`config.mk`:
```
export PLATFORM = sky130hd
export DESIGN_NAME = qc_pipelined_inverse_rotator
export DESIGN_NICKNAME = d
export VERILOG_FILES = /design/src/rtl/qc_pipelined_inverse_rotator.sv
export SDC_FILE = /design/constraint.sdc
export NUM_CORES = 2
export LEC_CHECK = 0
export CAP_MARGIN = 40
export CORE_ASPECT_RATIO = 0.9
export CORE_MARGIN = 3
export CORE_UTILIZATION = 55
export CTS_CLUSTER_DIAMETER = 200
export CTS_CLUSTER_SIZE = 25
export DETAILED_ROUTE_END_ITERATION = 8
export PLACE_DENSITY = 0.71
export SLEW_MARGIN = 20
export SYNTH_ARGS = -nofsm -noshare
export SYNTH_HDL_FRONTEND = slang
export SYNTH_SLANG_ARGS = --single-unit
export TNS_END_PERCENT = 1
```
`constraint.sdc`:
```
create_clock -name CLK -period 65 [get_ports CLK]
set_clock_uncertainty 0.2 [all_clocks]
set_input_delay 6.5 -clock CLK [delete_from_list [all_inputs] [get_ports CLK]]
set_output_delay 6.5 -clock CLK [all_outputs]
set_load 0.02 [all_outputs]
```
`src/rtl/qc_pipelined_inverse_rotator.sv`:
```
// Pipelined inverse QC-LDPC rotator: left-rotates the low in_z bits of a padded sub-block,
// with valid/ready flow control, tag pass-through, null-block bypass and per-beat error flag.
module qc_pipelined_inverse_rotator #(
    parameter  int MAXZ                  = 81,
    parameter  int PIPE_STAGES_PER_CYCLE = 1,
    parameter  int TAGW                  = 8,
    localparam int SW                    = $clog2(MAXZ)
) (
    input  logic            CLK,
    input  logic            rst,
    input  logic            in_valid,
    output logic            in_ready,
    input  logic [MAXZ-1:0] in_data,
    input  logic [SW-1:0]   in_shift,
    input  logic [SW:0]     in_z,
    input  logic            in_null,
    input  logic [TAGW-1:0] in_tag,
    output logic            out_valid,
    input  logic            out_ready,
    output logic [MAXZ-1:0] out_data,
    output logic [TAGW-1:0] out_tag,
    output logic            out_err
);

    localparam int Lpc       = (PIPE_STAGES_PER_CYCLE < 1) ? 1 : PIPE_STAGES_PER_CYCLE;
    localparam int NumStages = (SW + Lpc - 1) / Lpc;

    // Valid/ready contract: a beat moves on a rising edge when valid && ready. The whole
    // pipe advances together whenever the output register is empty or being drained, so
    // in_ready is that same advance term and a stalled output holds all of its fields.

    // Left rotation by amt confined to bits [z-1:0]; bits at or above z come out zero.
    function automatic logic [MAXZ-1:0] rotl_level(input logic [MAXZ-1:0] x,
                                                   input int amt,
                                                   input logic [SW:0] z);
        logic [MAXZ-1:0] r;
        logic [SW-1:0]   sel;
        int              idx;
        r = '0;
        for (int j = 0; j < MAXZ; j++) begin
            if (j < int'(z)) begin
                idx = j - amt;
                if (idx < 0) begin
                    idx = idx + int'(z);
                end
                sel = idx[SW-1:0];
                if (idx >= 0 && idx < MAXZ) begin
                    r[j] = x[sel];
                end
            end
        end
        return r;
    endfunction

    // Applies the Lpc rotation levels starting at level 'base'.
    function automatic logic [MAXZ-1:0] apply_levels(input logic [MAXZ-1:0] x,
                                                     input logic [SW-1:0] shift,
                                                     input logic [SW:0] z,
                                                     input int base);
        logic [MAXZ-1:0] r;
        logic [SW-1:0]   sh;
        r  = x;
        sh = shift >> base;
        for (int l = 0; l < Lpc; l++) begin
            if (sh[0]) begin
                r = rotl_level(r, 1 << (base + l), z);
            end
            sh = sh >> 1;
        end
        return r;
    endfunction

    logic [MAXZ-1:0] data_q  [NumStages];
    logic [MAXZ-1:0] data_d  [NumStages];
    logic [SW-1:0]   shift_q [NumStages];
    logic [SW-1:0]   shift_d [NumStages];
    logic [SW:0]     z_q     [NumStages];
    logic [SW:0]     z_d     [NumStages];
    logic            null_q  [NumStages];
    logic            null_d  [NumStages];
    logic            err_q   [NumStages];
    logic            err_d   [NumStages];
    logic [TAGW-1:0] tag_q   [NumStages];
    logic [TAGW-1:0] tag_d   [NumStages];
    logic            vld_q   [NumStages];
    logic            vld_d   [NumStages];

    logic [MAXZ-1:0] src_data  [NumStages];
    logic [SW-1:0]   src_shift [NumStages];
    logic [SW:0]     src_z     [NumStages];
    logic            src_null  [NumStages];
    logic            src_err   [NumStages];
    logic [TAGW-1:0] src_tag   [NumStages];
    logic            src_vld   [NumStages];

    logic            advance;
    logic            in_err;
    logic [MAXZ-1:0] in_masked;

    assign out_valid = vld_q[NumStages-1];
    assign out_data  = data_q[NumStages-1];
    assign out_tag   = tag_q[NumStages-1];
    assign out_err   = err_q[NumStages-1];
    assign advance   = out_ready || !out_valid;
    assign in_ready  = advance;

    // Legality is judged once at the input; later stages only carry the flag.
    always_comb begin
        in_err = (in_z == '0) || (in_z > (SW+1)'(MAXZ)) || ({1'b0, in_shift} >= in_z);
        in_masked = '0;
        for (int j = 0; j < MAXZ; j++) begin
            if (j < int'(in_z)) begin
                in_masked[j] = in_data[j];
            end
        end
    end

    always_comb begin
        src_data[0]  = in_masked;
        src_shift[0] = in_shift;
        src_z[0]     = in_z;
        src_null[0]  = in_null;
        src_err[0]   = in_err;
        src_tag[0]   = in_tag;
        src_vld[0]   = in_valid;
        for (int k = 1; k < NumStages; k++) begin
            src_data[k]  = data_q[k-1];
            src_shift[k] = shift_q[k-1];
            src_z[k]     = z_q[k-1];
            src_null[k]  = null_q[k-1];
            src_err[k]   = err_q[k-1];
            src_tag[k]   = tag_q[k-1];
            src_vld[k]   = vld_q[k-1];
        end
    end

    // Bubbles, error beats and null beats carry zero data so the output reads zero for them.
    always_comb begin
        for (int k = 0; k < NumStages; k++) begin
            data_d[k]  = '0;
            shift_d[k] = src_shift[k];
            z_d[k]     = src_z[k];
            null_d[k]  = src_vld[k] && src_null[k];
            err_d[k]   = src_vld[k] && src_err[k];
            tag_d[k]   = src_vld[k] ? src_tag[k] : '0;
            vld_d[k]   = src_vld[k];
            if (src_vld[k] && !src_err[k] && !src_null[k]) begin
                data_d[k] = apply_levels(src_data[k], src_shift[k], src_z[k], k * Lpc);
            end
        end
    end

    always_ff @(posedge CLK or posedge rst) begin
        if (rst) begin
            for (int k = 0; k < NumStages; k++) begin
                data_q[k]  <= '0;
                shift_q[k] <= '0;
                z_q[k]     <= '0;
                null_q[k]  <= 1'b0;
                err_q[k]   <= 1'b0;
                tag_q[k]   <= '0;
                vld_q[k]   <= 1'b0;
            end
        end else if (advance) begin
            for (int k = 0; k < NumStages; k++) begin
                data_q[k]  <= data_d[k];
                shift_q[k] <= shift_d[k];
                z_q[k]     <= z_d[k];
                null_q[k]  <= null_d[k];
                err_q[k]   <= err_d[k];
                tag_q[k]   <= tag_d[k];
                vld_q[k]   <= vld_d[k];
            end
        end
    end

endmodule

```
# Word level (Yosys, flattened, before mapping)
# Index checks and enable logic that the tools add are counted.
[word_totals] inputBits=109 regBits=733 out_inout_bits=92
[op_classes] n_lt_le_gt_ge=950 add_sub_neg=127 n_reduce_logical=173 muxes=1431
[ops] op="$mux W32" count=381
[ops] op="$ge A32 B1 Y1 const B" count=127
[ops] op="$lt A32 B8 Y1 const B" count=127
[ops] op="$lt A6 B8 Y1 const A" count=224
[ops] op="$mux W81" count=14
[ops] op="$lt A7 B8 Y1 const B" count=127
[ops] op="$lt A7 B8 Y1 const A" count=119
[ops] op="$mux W1" count=902
[ops] op="$lt A5 B8 Y1 const A" count=112
[ops] op="$bmux W1 S7" count=127
[ops] op="$lt A4 B8 Y1 const A" count=56
[ops] op="$add A6 B9 Y10 const A" count=32
[ops] op="$add A7 B9 Y10 const A" count=32
[ops] op="$add A5 B9 Y10 const A" count=24
[ops] op="$lt A3 B8 Y1 const A" count=28
[ops] op="$add A4 B9 Y10 const A" count=16
[ops] op="$logic_and A1 B1 Y1" count=154
[ops] op="$lt A1 B8 Y1 const A" count=14
[ops] op="$lt A2 B8 Y1 const A" count=14
[ops] op="$add A3 B9 Y10 const A" count=10
[ops] op="$add A1 B9 Y10 const A" count=7
[ops] op="$add A2 B9 Y10 const A" count=6
[ops] op="$mux W8" count=7
[ops] op="$logic_not A1 Y1" count=15
[ops] op="4 further kinds" count=6

# Longest topological paths before layout
[logic_depth] word_depth=13 depth_mapped=18

# Least setup slack after synthesis
# Ideal clock, no wire load.
[synth_path] kind="input to output" startpoint="input out_ready" endpoint="output in_ready" path_buffers=4 required_ps=58300 path_stages=6 t_arrival_ps=7745 path_slack_ps=50555 path_cell_list="nor2b_1 clkbuf_1 inv_1 clkbuf_1 clkbuf_1 clkbuf_1"
[synth_via] elab_chain_len=1
[synth_lines] element="from (decl)" line="19" text="input logic out_ready,"
[synth_lines] element="$logic_or A1 B1 Y1" line="104" text="assign advance = out_ready || !out_valid;"
[synth_lines] element="to (decl)" line="12" text="output logic in_ready,"
# No other way between the ends.

# Worst setup path after layout
# Ends and elaborated chain as after synthesis.

==> impl_metrics.env <==
export IMPL_status="complete, no violations"
export IMPL_fp_dieH_um=350
export IMPL_stdcell_count=9464
export IMPL_netlist_instances=7991
export IMPL_ys_ff_latch=712
export IMPL_syn_area_per_cell_um2=9.05
export IMPL_synth_largest_area_cell="dfrtp_1"
export IMPL_grt_start_max_net_pins=142
export IMPL_synth_edf_count=0
export IMPL_timing_final_max_slew_violations=0
export IMPL_row_count=125
export IMPL_cts_resized=0
export IMPL_ant_nets=0
export IMPL_drc=0
export IMPL_clock_sinks=712
export IMPL_met3_usage_pct=17.4
export IMPL_die_x_um=388
export IMPL_portBuffers=200
export IMPL_synth_cell_types=92
export IMPL_clockBufferDepth=3
export IMPL_wl_per_cell_um=35.3
export IMPL_grt_usage_pct=47.6
export IMPL_hold_path_class="flop to flop"
export IMPL_cts_tree="done"
export IMPL_min_period_over_period_pct=23.3
export IMPL_grt_pass1_vias=67600
export IMPL_worst_ep_required_time_ns=58.30
export IMPL_drive_above_1_share_pct=15.5
export IMPL_cp_start_kind="input pin"
export IMPL_cp_arrival_ns=8.46
export IMPL_post_cts_buffers=0
export IMPL_rsz0062_at_grt="no"
export IMPL_first_pass_iters=7
export IMPL_fill_cells=11600
export IMPL_start_util_pct=55.7
export IMPL_ys_seq_area_share_pct=24.6
export IMPL_netlist_area_mm2=0.0723
export IMPL_drt_initial_drc_count=13400
export IMPL_ys_top_cells_by_area="dfrtp_1 (25%), mux4_2 (18%), mux2i_1 (6.0%)"
export IMPL_dieArea_mm2=0.136
export IMPL_met2_usage_pct=68.0
export IMPL_path_clk_slew_ns=0.09
export IMPL_gp_congestion=1.09
export IMPL_synth_flop_cell="dfrtp_1"
export IMPL_wl_mm=334
export IMPL_powerDensity_mw_per_mm2=39.9
export IMPL_crit_type="input pin to output pin"
export IMPL_gr_total_overflow=0
export IMPL_clk_insertion_delay_late_ns=0.70
export IMPL_end_kind="output pin"
export IMPL_yosysWarnings=0
export IMPL_vdd_drop_max_mv=0.0889
export IMPL_synth_fp_nets=8239
export IMPL_grt_use_met1_pct=61.9
export IMPL_antenna_found_initial=26
export IMPL_cts_made_buffers=34
export IMPL_async_reset_ff_share_pct=100
export IMPL_place_inst=9355
export IMPL_relSlewSlack_pct=27.9
export IMPL_synth_top_area_share_pct=24.6
export IMPL_finalHoldViolations=0
export IMPL_syn2layout_area_growth_pct=6.08
export IMPL_fin_nets=7961
export IMPL_busiest_layer="met2"
export IMPL_p_leak_nw=29.1
export IMPL_setup_tns_ns=0
export IMPL_max_cap_violations=0
export IMPL_setup_viol=0
export IMPL_via_count=73300
export IMPL_fp_coreArea_mm2=0.130
export IMPL_cts_root_buf="clkbuf_16"
export IMPL_layout_common_cells="nand2_1 (1079), dfrtp_1 (696), o21ai_0 (640)"
export IMPL_final_common_cell="nand2_1"
export IMPL_critPathMaxFanout=48
export IMPL_worst_pin_slew_ns=1.08
export IMPL_hpwl_mm=242
export IMPL_min_period_ns=15.16
export IMPL_via_per_inst=7.75
export IMPL_clock_fmax_ghz=0.0660
export IMPL_grt_pass1_wl_mm=480
export IMPL_hold_buffers=0
export IMPL_io_pins=201
export IMPL_htreeDepth=2
[power breakdown]
group	switching, mW	internal (mW)	total [mW]
logic	1.49	0.752	2.24
clock network	0.170	0.0990	0.269
registers	0.0763	0.472	0.549
total	1.73	1.32	3.06
[layer usage]
| layer | share of wire (%) | wire length (um) |
|---|---|---|
| met4 | 7.7 | 25600 |
| met2 | 41 | 138000 |
| met5 | 0.054 | 180 |
| met3 | 15 | 51200 |
| met1 | 36 | 119000 |
[kinds of logic after synthesis]
| logic type | after synthesis | synth area share (%) |
|---|---|---|
| XOR/XNOR | 401 | 4.89 |
| AO/OA/AOI/OAI | 2337 | 20.8 |
| flip-flops | 712 | 24.6 |
| multiplexers | 1197 | 27.0 |
| buffers and inverters | 1042 | 6.31 |
| AND/OR/NAND/NOR | 2163 | 13.9 |
| adder cells (fa/ha/maj) | 139 | 2.40 |
[stage by stage]
stage                     power (mW)  hold WS (ns)  setup slack [ns]  utilization, %  cell area, um2
final                           3.06         0.270             49.84            59.1           76700
after global routing            3.15         0.301             49.78            59.1           76700
after CTS                       2.93         0.277             49.89            58.7           76200
after detailed placement        2.67         0.255             49.90            58.0           75300
after global placement          2.62         0.251             49.92            57.4           74500
after floorplan                 2.07         0.238             38.33               -           72300
[final timing paths]
path                            startpoint            to  slack (ns)  cells after the start
worst max-delay path             out_ready      in_ready       49.84                      5
worst min-delay path            out_tag[0]    out_tag[0]        0.27                      2
worst max register to register    src_z[6]  out_data[56]       59.82                     10
worst min register to register  out_tag[0]    out_tag[0]        0.27                      2
max in group asynchronous              rst     src_z[24]       55.67                      8
min in group asynchronous              rst    out_tag[4]        5.93                      2
[flip-flops by register name (all words and copies together) (netlist names)]
name,cells
data_q,486
err_q,6
null_q,6
out_data,81
out_err,1
out_tag,8
out_valid,1
shift_d,21
src_tag,48
src_vld,6
src_z,48
[worst max-delay path: stages]
cell and delay [ns]:
clkdlybuf4s50_1 0.45, nor2b_4 0.14, buf_4 0.48, inv_8 0.22, clkdlybuf4s50_1 0.61
[synthesized netlist by cell type (15+ instances only)]
cell type / instances
a2111oi_0: 24
a211oi_1: 38
a21boi_0: 29
a21o_1: 35
a21oi_1: 537
a221oi_1: 44
a22o_1: 143
a22oi_1: 124
a31oi_1: 97
a32o_1: 25
a32oi_1: 89
and2_1: 28
and3_1: 67
buf_1: 85
buf_2: 95
buf_4: 107
buf_6: 15
clkbuf_1: 506
dfrtp_1: 712
ha_1: 139
inv_1: 215
mux2_2: 177
mux2i_1: 435
mux4_2: 577
nand2_1: 1080
nand2b_1: 58
nand3_1: 266
nand3b_1: 24
nand4_1: 78
nor2_1: 233
nor2b_1: 79
nor3_1: 81
nor3b_1: 34
nor4_1: 33
nor4b_1: 18
o2111ai_1: 77
o211ai_1: 62
o21a_1: 16
o21ai_0: 642
o22ai_1: 159
o31ai_1: 29
or2_2: 16
or3_1: 24
xnor2_1: 344
xor2_1: 54
[area by class of cell]
type	instances	area, um2	area share [%]
Clock inverter	4	75.1	0.0978
Tap cell	1714	2140	2.80
Timing Repair Buffer	497	4700	6.13
Clock buffer	41	877	1.14
Sequential cell	712	17900	23.3
Inverter	231	882	1.15
Multi-Input combinational cell	6237	50100	65.3
Antenna cell	28	70.1	0.0913
Power figures use the tool's default switching activity.
